`src/rtl/game_pkg.sv`:
```
// Shared game types: screen state encoding, coordinate type, default arena and colours,
// plus the one-axis bounce step used by every moving obstacle.
package game_pkg;

  typedef enum logic [1:0] {StIdle, StInit, StRun} state_e;

  typedef logic [11:0] coord_t;

  localparam int unsigned DefArenaLeft   = 312;
  localparam int unsigned DefArenaRight  = 712;
  localparam int unsigned DefArenaTop    = 234;
  localparam int unsigned DefArenaBottom = 634;
  localparam logic [11:0] ColorWhite     = 12'hfff;

  typedef struct packed {
    coord_t pos;
    logic   flip;
  } step_t;

  // Signed arithmetic so a step below the low wall cannot wrap to a huge coordinate.
  function automatic step_t bounce_step(input coord_t pos, input logic neg,
                                        input int unsigned speed, input int unsigned lo,
                                        input int unsigned hi, input int unsigned size);
    logic signed [13:0] n;
    step_t              s;
    n = neg ? $signed({2'b00, pos}) - $signed(14'(speed))
            : $signed({2'b00, pos}) + $signed(14'(speed));
    s.flip = 1'b1;
    if (n < $signed(14'(lo))) begin
      s.pos = coord_t'(lo);
    end else if (n + $signed(14'(size)) > $signed(14'(hi))) begin
      s.pos = coord_t'(hi - size);
    end else begin
      s.pos  = n[11:0];
      s.flip = 1'b0;
    end
    return s;
  endfunction

endpackage

```
`src/rtl/obstacle_mover.sv`:
```
// One obstacle: holds position and direction, reloads on i_load and takes one bounce
// step per i_step strobe.
module obstacle_mover
  import game_pkg::*;
#(
  parameter int unsigned SPEED        = 2,
  parameter int unsigned OBST_W       = 40,
  parameter int unsigned OBST_H       = 40,
  parameter int unsigned ARENA_LEFT   = DefArenaLeft,
  parameter int unsigned ARENA_RIGHT  = DefArenaRight,
  parameter int unsigned ARENA_TOP    = DefArenaTop,
  parameter int unsigned ARENA_BOTTOM = DefArenaBottom
) (
  input  logic   i_clk,
  input  logic   i_rst,
  input  logic   i_load,
  input  logic   i_step,
  input  coord_t i_start_x,
  input  coord_t i_start_y,
  input  logic   i_start_dx_neg,
  input  logic   i_start_dy_neg,
  output coord_t o_x,
  output coord_t o_y
);

  coord_t r_x, r_y;
  logic   r_dx_neg, r_dy_neg;
  step_t  w_sx, w_sy;

  assign w_sx = bounce_step(r_x, r_dx_neg, SPEED, ARENA_LEFT, ARENA_RIGHT, OBST_W);
  assign w_sy = bounce_step(r_y, r_dy_neg, SPEED, ARENA_TOP, ARENA_BOTTOM, OBST_H);

  always_ff @(posedge i_clk) begin
    if (i_rst) begin
      r_x      <= '0;
      r_y      <= '0;
      r_dx_neg <= 1'b0;
      r_dy_neg <= 1'b0;
    end else if (i_load) begin
      r_x      <= i_start_x;
      r_y      <= i_start_y;
      r_dx_neg <= i_start_dx_neg;
      r_dy_neg <= i_start_dy_neg;
    end else if (i_step) begin
      r_x      <= w_sx.pos;
      r_y      <= w_sy.pos;
      r_dx_neg <= r_dx_neg ^ w_sx.flip;
      r_dy_neg <= r_dy_neg ^ w_sy.flip;
    end
  end

  assign o_x = r_x;
  assign o_y = r_y;

endmodule

```
`src/rtl/obstacle_bouncer.sv`:
```
// Draws N_OBST bouncing rectangles over the VGA stream with one cycle of latency and
// reports the covered pixel and lowest covering obstacle index.
module obstacle_bouncer
  import game_pkg::*;
#(
  parameter int unsigned N_OBST       = 4,
  parameter int unsigned OBST_W       = 40,
  parameter int unsigned OBST_H       = 40,
  parameter int unsigned ARENA_LEFT   = DefArenaLeft,
  parameter int unsigned ARENA_RIGHT  = DefArenaRight,
  parameter int unsigned ARENA_TOP    = DefArenaTop,
  parameter int unsigned ARENA_BOTTOM = DefArenaBottom,
  parameter int unsigned SPEED        = 2,
  parameter int unsigned SPACING      = 90,
  parameter logic [11:0] COLOR        = ColorWhite
) (
  input  logic        pclk,
  input  logic        rst,
  input  logic [11:0] hcount_in,
  input  logic [11:0] vcount_in,
  input  logic        hsync_in,
  input  logic        vsync_in,
  input  logic        hblnk_in,
  input  logic        vblnk_in,
  input  logic [11:0] rgb_in,
  input  logic        game_on,
  input  logic        menu_on,
  input  logic        play_selected,
  input  logic        pause,
  output logic [11:0] hcount_out,
  output logic [11:0] vcount_out,
  output logic        hsync_out,
  output logic        vsync_out,
  output logic        hblnk_out,
  output logic        vblnk_out,
  output logic [11:0] rgb_out,
  output logic [11:0] obstacle_x,
  output logic [11:0] obstacle_y,
  output logic        obstacle_hit,
  output logic [3:0]  obstacle_id
);

  state_e            r_state, w_state_nxt;
  logic              w_enter, w_leave, w_step, w_load, w_hit, w_draw;
  logic [3:0]        w_id;
  logic [N_OBST-1:0] w_inside;
  coord_t            w_x [N_OBST];
  coord_t            w_y [N_OBST];

  assign w_enter = (game_on | play_selected) & ~menu_on;
  assign w_leave = menu_on | ~play_selected;
  assign w_load  = (r_state == StInit);
  // r_vblnk doubles as vblnk_out, so the edge is seen against last cycle's blanking.
  assign w_step  = (r_state == StRun) & ~pause & vblnk_in & ~vblnk_out;

  always_comb begin
    w_state_nxt = r_state;
    unique case (r_state)
      StIdle:  if (w_enter) w_state_nxt = StInit;
      StInit:  w_state_nxt = StRun;
      StRun:   if (w_leave) w_state_nxt = StIdle;
      default: w_state_nxt = StIdle;
    endcase
  end

  always_ff @(posedge pclk) begin
    if (rst) r_state <= StIdle;
    else     r_state <= w_state_nxt;
  end

  for (genvar i = 0; i < N_OBST; i++) begin : g_obst
    obstacle_mover #(
      .SPEED(SPEED), .OBST_W(OBST_W), .OBST_H(OBST_H),
      .ARENA_LEFT(ARENA_LEFT), .ARENA_RIGHT(ARENA_RIGHT),
      .ARENA_TOP(ARENA_TOP), .ARENA_BOTTOM(ARENA_BOTTOM)
    ) u_mover (
      .i_clk          (pclk),
      .i_rst          (rst),
      .i_load         (w_load),
      .i_step         (w_step),
      .i_start_x      (coord_t'(ARENA_LEFT + i * SPACING)),
      .i_start_y      (coord_t'(ARENA_TOP)),
      .i_start_dx_neg (1'((i % 2) == 1)),
      .i_start_dy_neg (1'b0),
      .o_x            (w_x[i]),
      .o_y            (w_y[i])
    );

    assign w_inside[i] = (hcount_in >= w_x[i]) &&
                         ({1'b0, hcount_in} < {1'b0, w_x[i]} + 13'(OBST_W)) &&
                         (vcount_in >= w_y[i]) &&
                         ({1'b0, vcount_in} < {1'b0, w_y[i]} + 13'(OBST_H));
  end

  // Scan from the top index down so the lowest covering obstacle is written last.
  always_comb begin
    w_hit = 1'b0;
    w_id  = '0;
    for (int i = N_OBST - 1; i >= 0; i--) begin
      if (w_inside[i]) begin
        w_hit = 1'b1;
        w_id  = 4'(i);
      end
    end
  end

  assign w_draw = (r_state == StRun) & ~w_leave & ~hblnk_in & ~vblnk_in & w_hit;

  always_ff @(posedge pclk) begin
    if (rst) begin
      hcount_out   <= '0;
      vcount_out   <= '0;
      hsync_out    <= 1'b0;
      vsync_out    <= 1'b0;
      hblnk_out    <= 1'b0;
      vblnk_out    <= 1'b0;
      rgb_out      <= '0;
      obstacle_x   <= '0;
      obstacle_y   <= '0;
      obstacle_hit <= 1'b0;
      obstacle_id  <= '0;
    end else begin
      hcount_out   <= hcount_in;
      vcount_out   <= vcount_in;
      hsync_out    <= hsync_in;
      vsync_out    <= vsync_in;
      hblnk_out    <= hblnk_in;
      vblnk_out    <= vblnk_in;
      rgb_out      <= w_draw ? COLOR : rgb_in;
      obstacle_x   <= w_draw ? hcount_in : '0;
      obstacle_y   <= w_draw ? vcount_in : '0;
      obstacle_hit <= w_draw;
      obstacle_id  <= w_draw ? w_id : '0;
    end
  end

endmodule
```
`config.mk`:
```
export PLATFORM = sky130hd
export DESIGN_NAME = obstacle_bouncer
export DESIGN_NICKNAME = d
export VERILOG_FILES = /design/src/rtl/game_pkg.sv /design/src/rtl/obstacle_mover.sv /design/src/rtl/obstacle_bouncer.sv
export SDC_FILE = /design/constraint.sdc
export NUM_CORES = 1
export LEC_CHECK = 0
export ABC_CLOCK_PERIOD_IN_PS = 5900
export CAP_MARGIN = 15
export CORE_ASPECT_RATIO = 1.4
export CORE_MARGIN = 2
export CORE_UTILIZATION = 50
export DETAILED_ROUTE_END_ITERATION = 12
export DONT_BUFFER_PORTS = 1
export GPL_TIMING_DRIVEN = 0
export SLEW_MARGIN = 0
export SYNTH_ARGS = -nofsm -noshare
export SYNTH_HDL_FRONTEND = slang
export SYNTH_SLANG_ARGS = --single-unit
```
`constraint.sdc`:
```
create_clock -name pclk -period 5.9 [get_ports pclk]
set_input_delay 0.295 -clock pclk [delete_from_list [all_inputs] [get_ports pclk]]
set_output_delay 0.295 -clock pclk [all_outputs]
set_load 0.02 [all_outputs]
```
==> run metrics <==
Antenna Nets Post-Route 0; number of fill cells a little over 3000; reg2reg setup slack 1.42 ns; unrepaired setup endpoints after global routing no; routing usage on met3 0.0501; clock buffer depth 2; Initial Utilization 0.504; Synth Cell Area 15800 µm²; min Tclk post-route 4.48 ns; total CTS buffers 17; syn_area_per_cell 7.98 µm²; Synth top area share 0.219; worst path arrival time around 4.9 ns; Max IR drop VDD 0.201 mV; Synth top cells by count ha_1 (216), dfxtp_1 (173), nand2_1 (138); global route hottest layer met2; routability cong. 0.981; pin count of the biggest net entering global routing 18; asr flop ratio synth 0; share of cells above drive strength 1 0.0513; Die X 154 µm; Startpoint Class flip-flop; CP Capture Type flip-flop; area of the multi-input gates roughly 11000 µm²; final setup TNS 0 ns; # DRC 0; Nets 2296; Cells after Synth 1980; Synth Register Bits 173; met1 usage in global routing 0.383; CTS tree yes; status completed; pwr dens 180 nW/µm²; WS Path Type flip-flop to flip-flop; # resized after CTS 0; worst hold margin 0.0262 ns; CTS Root Cell clkbuf_16; Distinct cells, synth 94; Max-Cap Viols 0; Remaining Overflow, GRT 0; initial antenna violation count 3; DRT Wirelength 55.0 mm; via/cell ratio 6.32; gr usage total 0.332; sequential area share after synthesis 0.219; number of synthesized flops with an enable pin 0; IO Count 115; final setup fails 0; clock skew roughly 0.011 ns; Fmax 223 MHz; crit-path max FO 10; Inserted Diodes 0; drt first-iter violations about 960; Die Ht approximately 210 µm; Skew-Pair Late Insertion Delay approximately 0.46 ns; Pins Over Slew Limit 0; leak pwr 6.62 nW; die area 33000 µm²; drt first pass iters 5; Routed WL per cell 22.5 µm; DP Wirelength between 40 and 50 mm; port buffer count 0; CTS H-tree depth 4; worst-margin pin slew 1.13 ns; count leader, synth ha_1; Slew HR 0.247; synthesis warning total 0; top cells by area, synth dfxtp_1 (22%), ha_1 (17%), xnor2_1 (6.5%), a21oi_1 (3.6%), nand2_1 (3.3%); area delta synth->final 8.90%; first-pass GRT wire length ~86 mm; core area 31300 µm²; register area 3460 µm²; number of core rows 77; clock slew at reported path FFs 0.08 ns; required time worst endpoint 6.27 ns; HP Class primary input to flip-flop; TritonCTS Sinks 173; Synth Flop Type dfxtp_1; vias 15400; area leader, netlist dfxtp_1; grt met2 use 0.593; crit share post-route 0.760; vias in the first global route about 15000; Final Hold Viols 0
-- layer usage --
layer,vias to the layer above,wire [µm],part of all wire
li1,7371,-,-
met3,168,2710,0.049
met5,-,33,0.00060
met2,489,27600,0.50
met1,7406,21700,0.39
met4,6,3030,0.055
-- stage by stage --
stage / worst slack, ns / util / total power, mW / std cells / instance area [µm²]
4_1_cts: 1.46 / 0.549 / 3.10 / 2442 / 17200
2_1_floorplan: 2.54 / - / 1.76 / 1981 / 15800
6_report: 1.42 / 0.549 / 3.10 / 2442 / 17200
5_1_grt: 1.06 / 0.549 / 3.23 / 2442 / 17200
3_5_place_dp: 1.49 / 0.520 / 1.94 / 2376 / 16300
3_3_place_gp: 1.64 / 0.520 / 1.93 / 2376 / 16300
-- layout by cell type (no fill, tap or decap), types with 54 or more instances in the layout --
| master | netlist | routed |
|---|---|---|
| nor2_1 | 113 | 113 |
| o21ai_0 | 90 | 90 |
| inv_1 | 129 | 129 |
| nor3_1 | 66 | 66 |
| xnor2_1 | 118 | 118 |
| a21oi_1 | 113 | 113 |
| ha_1 | 216 | 216 |
| nand3_1 | 62 | 62 |
| clkbuf_1 | 63 | 63 |
| dfxtp_1 | 173 | 173 |
| nand2_1 | 138 | 138 |
| nor2b_1 | 54 | 54 |
-- worst max-delay path, cell delays in order (launching register included) --
cell and delay [ns]:
dfxtp_1 0.35, clkbuf_1 0.27, a21oi_1 0.22, nor2_1 0.17, nand2_1 0.09, xnor2_1 0.14, ha_1 0.29, o21a_1 0.11
o211ai_1 0.20, a21oi_1 0.07, a2111oi_0 0.32, o31a_1 0.23, o221ai_1 0.15, nor4_1 0.83, nor4_2 0.31, clkbuf_1 0.33
o31ai_1 0.30
-- state kept, by name, summed over array words and instances, names as in the netlist --
| signal | cells |
|---|---|
| obstacle_hit | 1 |
| obstacle_x | 12 |
| hcount_out | 12 |
| g_obst.u_mover.o_y | 48 |
| r_state | 2 |
| obstacle_y | 12 |
| g_obst.u_mover.o_x | 48 |
| hblnk_out | 1 |
| vsync_out | 1 |
| g_obst.u_mover.r_dx_neg | 4 |
| hsync_out | 1 |
| vcount_out | 12 |
| rgb_out | 12 |
| vblnk_out | 1 |
| obstacle_id | 2 |
| g_obst.u_mover.r_dy_neg | 4 |
-- cell type report --
cell class / count / share of cell area
multi-input combinational: 1582 / 0.665
sequential: 173 / 0.201
inverter: 135 / 0.0295
tap: 395 / 0.0287
clock buffer: 19 / 0.0263
buffer: 91 / 0.0225
timing repair buffer: 34 / 0.0198
clock inverter: 13 / 0.00669
-- cell families after synthesis --
logic type | Yosys count | synth area share
compound gates | 502 | 0.216
xor+xnor | 139 | 0.0807
fa+ha+maj | 217 | 0.172
buf+inv | 226 | 0.0566
flops | 173 | 0.219
mux | 16 | 0.0111
other cells | 1 | 0.000237
simple gates | 706 | 0.244
-- where the power goes --
group	internal, mW	switching (mW)
clock	0.579	0.567
sequential	1.20	0.0536
combinational	0.269	0.423
-- path summary, 6_finish.rpt --
check / from / endpoint / cells after the start
setup / recovery: g_obst[2].u_mover.o_x[3] / rgb_out[7] / 16
hold / removal: vcount_in[9] / vcount_out[9] / 1
hold reg to reg: g_obst[2].u_mover.o_x[0] / g_obst[2].u_mover.o_x[0] / 2
setup reg to reg: g_obst[2].u_mover.o_x[3] / rgb_out[7] / 16
-- repair_timing --
action,in CTS,in global routing
hold buffers,34,0
buffers inserted,0,0
hold endpoints to repair,34,0
Power figures use the tool's default switching activity.
